[config.mk]
export PLATFORM = sky130hd
export DESIGN_NAME = alu_share_arb
export DESIGN_NICKNAME = d
export VERILOG_FILES = /design/src/rtl/alu_share_arb.sv
export SDC_FILE = /design/constraint.sdc
export NUM_CORES = 1
export LEC_CHECK = 0
export CELL_PAD_IN_SITES_DETAIL_PLACEMENT = 0
export CELL_PAD_IN_SITES_GLOBAL_PLACEMENT = 1
export CORE_MARGIN = 4
export CORE_UTILIZATION = 27
export CTS_CLUSTER_DIAMETER = 60
export DETAILED_ROUTE_END_ITERATION = 6
export HOLD_SLACK_MARGIN = 0.05
export PLACE_DENSITY_LB_ADDON = 0.08
export SETUP_SLACK_MARGIN = 0.4
export SYNTH_ARGS = -nofsm -noshare
export SYNTH_HDL_FRONTEND = slang
export SYNTH_SLANG_ARGS = --single-unit
export TNS_END_PERCENT = 100
[constraint.sdc]
create_clock -name clk -period 1.4 [get_ports clk]
set_input_delay 0.21 -clock clk [delete_from_list [all_inputs] [get_ports clk]]
set_output_delay 0.21 -clock clk [all_outputs]
set_load 0.01 [all_outputs]
[src/rtl/alu_share_arb.sv]
// Round-robin arbiter sharing one combinational ALU among NREQ requesters; one op in flight.
// Optional macro ALU_ARB_ILLEGAL_OP_CHECK_EN flags unsupported opcodes via rsp_err.
module alu_share_arb #(
  parameter int unsigned NREQ = 2,
  parameter int unsigned IDW  = 1,
  parameter int unsigned DW   = 32,
  parameter int unsigned IW   = 16
) (
  input  logic               clk,
  input  logic               rst,
  input  logic [NREQ-1:0]    req_valid,
  output logic [NREQ-1:0]    req_ready,
  input  logic [NREQ*IW-1:0] req_inst,
  input  logic [NREQ*DW-1:0] req_a,
  input  logic [NREQ*DW-1:0] req_b,
  output logic [IW-1:0]      alu_inst,
  output logic [DW-1:0]      alu_da,
  output logic [DW-1:0]      alu_db,
  input  logic [DW-1:0]      alu_out,
  output logic               rsp_valid,
  input  logic               rsp_ready,
  output logic [IDW-1:0]     rsp_id,
  output logic [DW-1:0]      rsp_data,
  output logic               rsp_err
);

  typedef enum logic [1:0] {StIdle, StExec, StResp} state_e;

  localparam logic [IDW-1:0] LastId = IDW'(NREQ - 1);

  state_e         state_q;
  logic [IDW-1:0] ptr_q;

  logic            found;
  logic [IDW-1:0]  winner;
  logic [NREQ-1:0] gnt;
  logic [IW-1:0]   sel_inst;
  logic [DW-1:0]   sel_a;
  logic [DW-1:0]   sel_b;

  // First pass covers ptr..NREQ-1, second pass wraps to 0..ptr-1.
  always_comb begin
    found    = 1'b0;
    winner   = '0;
    gnt      = '0;
    sel_inst = '0;
    sel_a    = '0;
    sel_b    = '0;
    for (int i = 0; i < NREQ; i++) begin
      if (!found && req_valid[i] && (i >= int'(ptr_q))) begin
        found    = 1'b1;
        winner   = IDW'(i);
        gnt[i]   = 1'b1;
        sel_inst = req_inst[i*IW +: IW];
        sel_a    = req_a[i*DW +: DW];
        sel_b    = req_b[i*DW +: DW];
      end
    end
    for (int i = 0; i < NREQ; i++) begin
      if (!found && req_valid[i]) begin
        found    = 1'b1;
        winner   = IDW'(i);
        gnt[i]   = 1'b1;
        sel_inst = req_inst[i*IW +: IW];
        sel_a    = req_a[i*DW +: DW];
        sel_b    = req_b[i*DW +: DW];
      end
    end
  end

  assign req_ready = (state_q == StIdle && !rst) ? gnt : '0;

`ifdef ALU_ARB_ILLEGAL_OP_CHECK_EN
  logic sel_legal;
  logic err_q;

  assign sel_legal = sel_inst inside {IW'(16'h0001), IW'(16'h0029), IW'(16'h0021),
                                      IW'(16'h0009), IW'(16'h0031)};
`else
  assign rsp_err = 1'b0;
`endif

  always_ff @(posedge clk) begin
    if (rst) begin
      state_q   <= StIdle;
      ptr_q     <= '0;
      alu_inst  <= '0;
      alu_da    <= '0;
      alu_db    <= '0;
      rsp_valid <= 1'b0;
      rsp_id    <= '0;
      rsp_data  <= '0;
`ifdef ALU_ARB_ILLEGAL_OP_CHECK_EN
      err_q     <= 1'b0;
      rsp_err   <= 1'b0;
`endif
    end else begin
      unique case (state_q)
        StIdle: begin
          if (found) begin
`ifdef ALU_ARB_ILLEGAL_OP_CHECK_EN
            alu_inst <= sel_legal ? sel_inst : '0;
            err_q    <= !sel_legal;
`else
            alu_inst <= sel_inst;
`endif
            alu_da   <= sel_a;
            alu_db   <= sel_b;
            rsp_id   <= winner;
            ptr_q    <= (winner == LastId) ? '0 : winner + 1'b1;
            state_q  <= StExec;
          end
        end
        StExec: begin
          rsp_valid <= 1'b1;
`ifdef ALU_ARB_ILLEGAL_OP_CHECK_EN
          rsp_data  <= err_q ? '0 : alu_out;
          rsp_err   <= err_q;
`else
          rsp_data  <= alu_out;
`endif
          state_q   <= StResp;
        end
        StResp: begin
          if (rsp_ready) begin
            rsp_valid <= 1'b0;
            state_q   <= StIdle;
          end
        end
        default: state_q <= StIdle;
      endcase
    end
  end

endmodule
Word-level counts from Yosys, hierarchy flattened. Cells that the tools add are included.

Add/subtract/negate cells: 1. Order comparisons: 1. Equality and inequality tests: 4. Muxes and demuxes: 28. Reductions and logical operators: 14.

Operator list (count): $mux 32 (8); $mux 16 (4); $mux 1 (11); $mux 2 (3); $pmux 2 s3 (1); $reduce_and 2->1 (3); $logic_and 1x1->1 (5); $logic_not 1->1 (4); $ne 2x2->1 const B (2); $eq 2x1->1 const B (1); $eq 2x2->1 const B (1); $logic_not 2->1 (1); $pmux 1 s2 (1); $reduce_bool 2->1 (1); $add 1x1->1 const B (1); $ge 1x1->1 const A (1).

Register bits: 117. Input port bits: 197. Output and inout bits: 117. Logic and storage cells: 56.

Logic depth before layout (Yosys ltp).
Depth in word-level cells: 14. Depth in mapped cells: 6. Gate-level depth less buffers: 3.

Worst setup path before layout. No wires, ideal clock.

Kind: register to output. From: reg state_q[1]. To: out req_ready[1]. Arrival: 1.182 ns. Data required time: 1.190 ns. Slack: 0.008 ns. Cell stages (with the launch flop): 5. Path buffers: 2. Cell sequence: dfxtp_1 > nor2_2 > buf_4 > clkbuf_1 > and4b_1.

Word-level cells in the longest chain between the ends: 3.

RTL lines: start: declaration (RTL line 31) `state_e state_q;`; start signal: assignment (RTL line 85) `state_q <= StIdle;`; start signal: assignment (RTL line 111) `state_q <= StExec;`; start signal: assignment (RTL line 122) `state_q <= StResp;`; $logic_not 2->1 (RTL line 71) `assign req_ready = (state_q == StIdle && !rst) ? gnt : '0;`; $logic_and 1x1->1 (RTL line 71); $mux 2 (RTL line 71); end: declaration (RTL line 12) `output logic [NREQ-1:0] req_ready,`.

Every way passes these cells.

Worst setup path in the final report. Ends and elaborated chain as after synthesis.

==> summary.md <==
| Metric | Value |
|---|---|
| Required @ worst endpoint | ~1200 ps |
| Core Rows | 51 |
| Finished Cell Area | about 10000 sq um |
| CP Launch Type | flip-flop |
| Die span in x | 150 um |
| Lkg Pwr | approximately 4 nW |
| Pre-CTS setup slack | -536 ps |
| Final weighted congestion in routability-driven placement | 0.760 |
| Fin util | a little over half |
| Total GRT Usage | 20.1% |
| Most frequent cells in the layout | clkdlybuf4s50_1, buf_6, dfxtp_2, a21oi_1, a32oi_1 |
| Outcome | finished with violations |
| Failing checks | setup timing |
| Minimum clock period | roughly 1500 ps |
| Critical Path AT | ~1300 ps |
| Post-Route Skew | around 7 ps |
| Post-DR wirelength/cell | between 20 and 25 um |
| Dpl cell area | 8790 sq um |
| Post-synthesis sequential area ratio | a little over two fifths |
| Post-synth cell types | 26 |
| CTS tree | done |
| Via/cell ratio | between 5 and 6 |
| # H-tree levels | 4 |
| RSZ-0062 raised after global routing | yes |
| Synth top area share | between 40% and 50% |
| Vias | 5906 |
| Remaining global-route overflow | 0 |
| Register area | between 2000 and 2500 sq um |
| Synth Area in XOR/XNOR | 0% |
| Synthesized cell area | between 5000 and 6000 sq um |
| Vias in the first global route | ~6000 |
| # setup viols final | 77 |
| Clock-pin slew on the worst setup and hold paths | about 60 ps |
| Hpwl dp | roughly 16 mm |
| Highest clock rate | 0.680 GHz |
| Detail Route Antenna Nets | 0 |
| Max IR drop VDD | ~0.84 mV |
| First-pass GRT wire length | 35.1 mm |
| Port bufs | approximately 310 |
| Maxcap violations | 0 |
| Hold buffer count at CTS | 0 |
| Share of layout cells above drive strength 1 | 53.1% |
| Initial antenna violation count | 3 |
| Post-Synth Simple-Gate Area | a little under 6% |
| Post-route DRC | 0 |
| Adder-Cell Fraction of Synth Area | 0% |
| Power density cells | roughly 1200 nW/um^2 |
| Inserted Clock Buffers | 17 |
| Top Ports | between 300 and 400 |
| Final WS setup | -71.6 ps |
| Area growth, synth to finish | 92.7% |
| CP Class | flip-flop to output port |
| Worst-Margin Slew | around 740 ps |
| Synth Area in Compound Gates | about 43% |
| Final worst path period share | 105% |
| # placed instances | between 1000 and 1500 |
| Seq cells post-synth | ~120 |
| Full die area | about 22000 sq um |
| EDFF count, synth | 0 |
| Final Hold Vio Count | 0 |
| YS warnings | 0 |
| Syn_area_per_cell | roughly 9.9 sq um |
| Commonest non-fill, non-tap cell in the layout | clkdlybuf4s50_1 |
| Fin cells | between 1000 and 1500 |
| Post-synth ARST share | 0% |
| Syn nets | between 700 and 800 |
| Core ar. | around 20000 sq um |
| Synth Flop Type | dfxtp_1 |
| Synth Instances | between 500 and 600 |
| Mux share of post-synthesis cell area | 0% |
| Multi-input gate area in the final layout | roughly 2800 sq um |
| Largest net degree at the start of global routing | ~100 |
| Drt first-iter violations | 137 |
| CTS Buffer Depth | 2 |
| Area leader, netlist | dfxtp_1 |
| Chip height | about 150 um |
| Fill cell count | ~1800 |
| DR pass1 iterations | 5 |
| Clk Latency, worst-skew pair | a little over 400 ps |
| Main combinational cell family by area after synthesis | compound AO/OA/AOI/OAI gates |
| HP Class | input pin to flip-flop |
| Slew Limit Headroom | approximately half |
| Final nets | ~1100 |
| Critical path capture point type | output port |
| Maximum fanout along the worst path | 3 |
| CTS Sinks | 117 |
| Slew Viols, Final | 0 |
| Initial Utilization | approximately 28% |
| Root buf cell | clkbuf_16 |
| Main area contributors after synthesis | dfxtp_1, a211oi_2, a32oi_1 |
| Total routed wirelength | 24.0 mm |
| Fin Hold WS | around 320 ps |
-- registers in the layout (all words and copies together) (netlist names) --
name,cells
rsp_valid,1
rsp_id,1
state_q,2
rsp_data,32
alu_inst,16
alu_db,32
alu_da,32
ptr_q,1
-- timing repair --
action / in CTS / in global routing
setup endpoints to repair: 232 / 232
cloned: 8 / 2
resized for setup: 776 / 17
setup buffers: 21 / 12
pin swaps: 17 / 3
-- layout make-up --
| type | instances | share of cell area, % |
|---|---|---|
| clock inverters | 14 | 1.47 |
| multi-input cells | 357 | 26.9 |
| clock buffers | 18 | 4.20 |
| inverters | 1 | 0.0359 |
| well taps | 265 | 3.17 |
| flip-flops and latches | 117 | 23.8 |
| diodes | 3 | 0.0717 |
| repair buffers | 385 | 40.3 |
-- power by group --
| group | switching, mW | total (mW) | internal [mW] | leakage (nW) |
|---|---|---|---|---|
| Combinational | 1.69 | 3.86 | 2.17 | 2.60 |
| Sequential | 0.254 | 4.02 | 3.77 | 1.01 |
| Clock | 1.67 | 4.35 | 2.68 | 0.283 |
| Total | 3.61 | 12.2 | 8.62 | 3.89 |
-- Yosys cell counts (2+ instances only) --
cell	instances
a211oi_1	2
a211oi_2	79
a21oi_1	115
a32oi_1	80
buf_1	2
buf_12	9
buf_2	8
buf_4	3
clkbuf_1	52
dfxtp_1	117
nand2_1	64
nand2b_1	2
nor2_1	3
nor2b_1	2
-- kinds of logic (layout without fill, tap and decap cells) --
kind of cell | after synthesis | count (layout)
AO/OA/AOI/OAI | 280 | 280
flip-flops | 117 | 117
buffers and inverters | 76 | 418
AND/OR/NAND/NOR | 76 | 76
other | 1 | 4
-- metal layers --
metal	vias to the layer above	routed length, um	track usage, %
met2	227	12100	35.4
li1	2803	-	-
met4	2	546	6.95
met5	-	7	0
met3	32	2060	7.09
met1	2842	9260	22.6
-- worst max-delay path, stage by stage (launching register included) --
cell     delay, ps
dfxtp_2        330
nor2_4         110
buf_6          110
and4b_1        190
buf_6          110
-- per-stage QoR --
stage / power [mW] / TNS [ps]
floorplan: 5.58 / 0
global placement: 7.10 / -36040
detailed placement: 7.17 / -38540
CTS: 12.2 / -3450
global route: 12.8 / -8180
finish: 12.2 / -2610
-- final timing paths --
path	from	to	cells after the start	slack [ps]
worst min register to register	rsp_data[1]	rsp_data[1]	2	460
worst max register to register	state_q[0]	alu_db[7]	7	-70
worst min-delay path	rst	alu_inst[7]	3	320
worst max-delay path	state_q[1]	req_ready[1]	4	-70
Power figures use the tool's default switching activity.
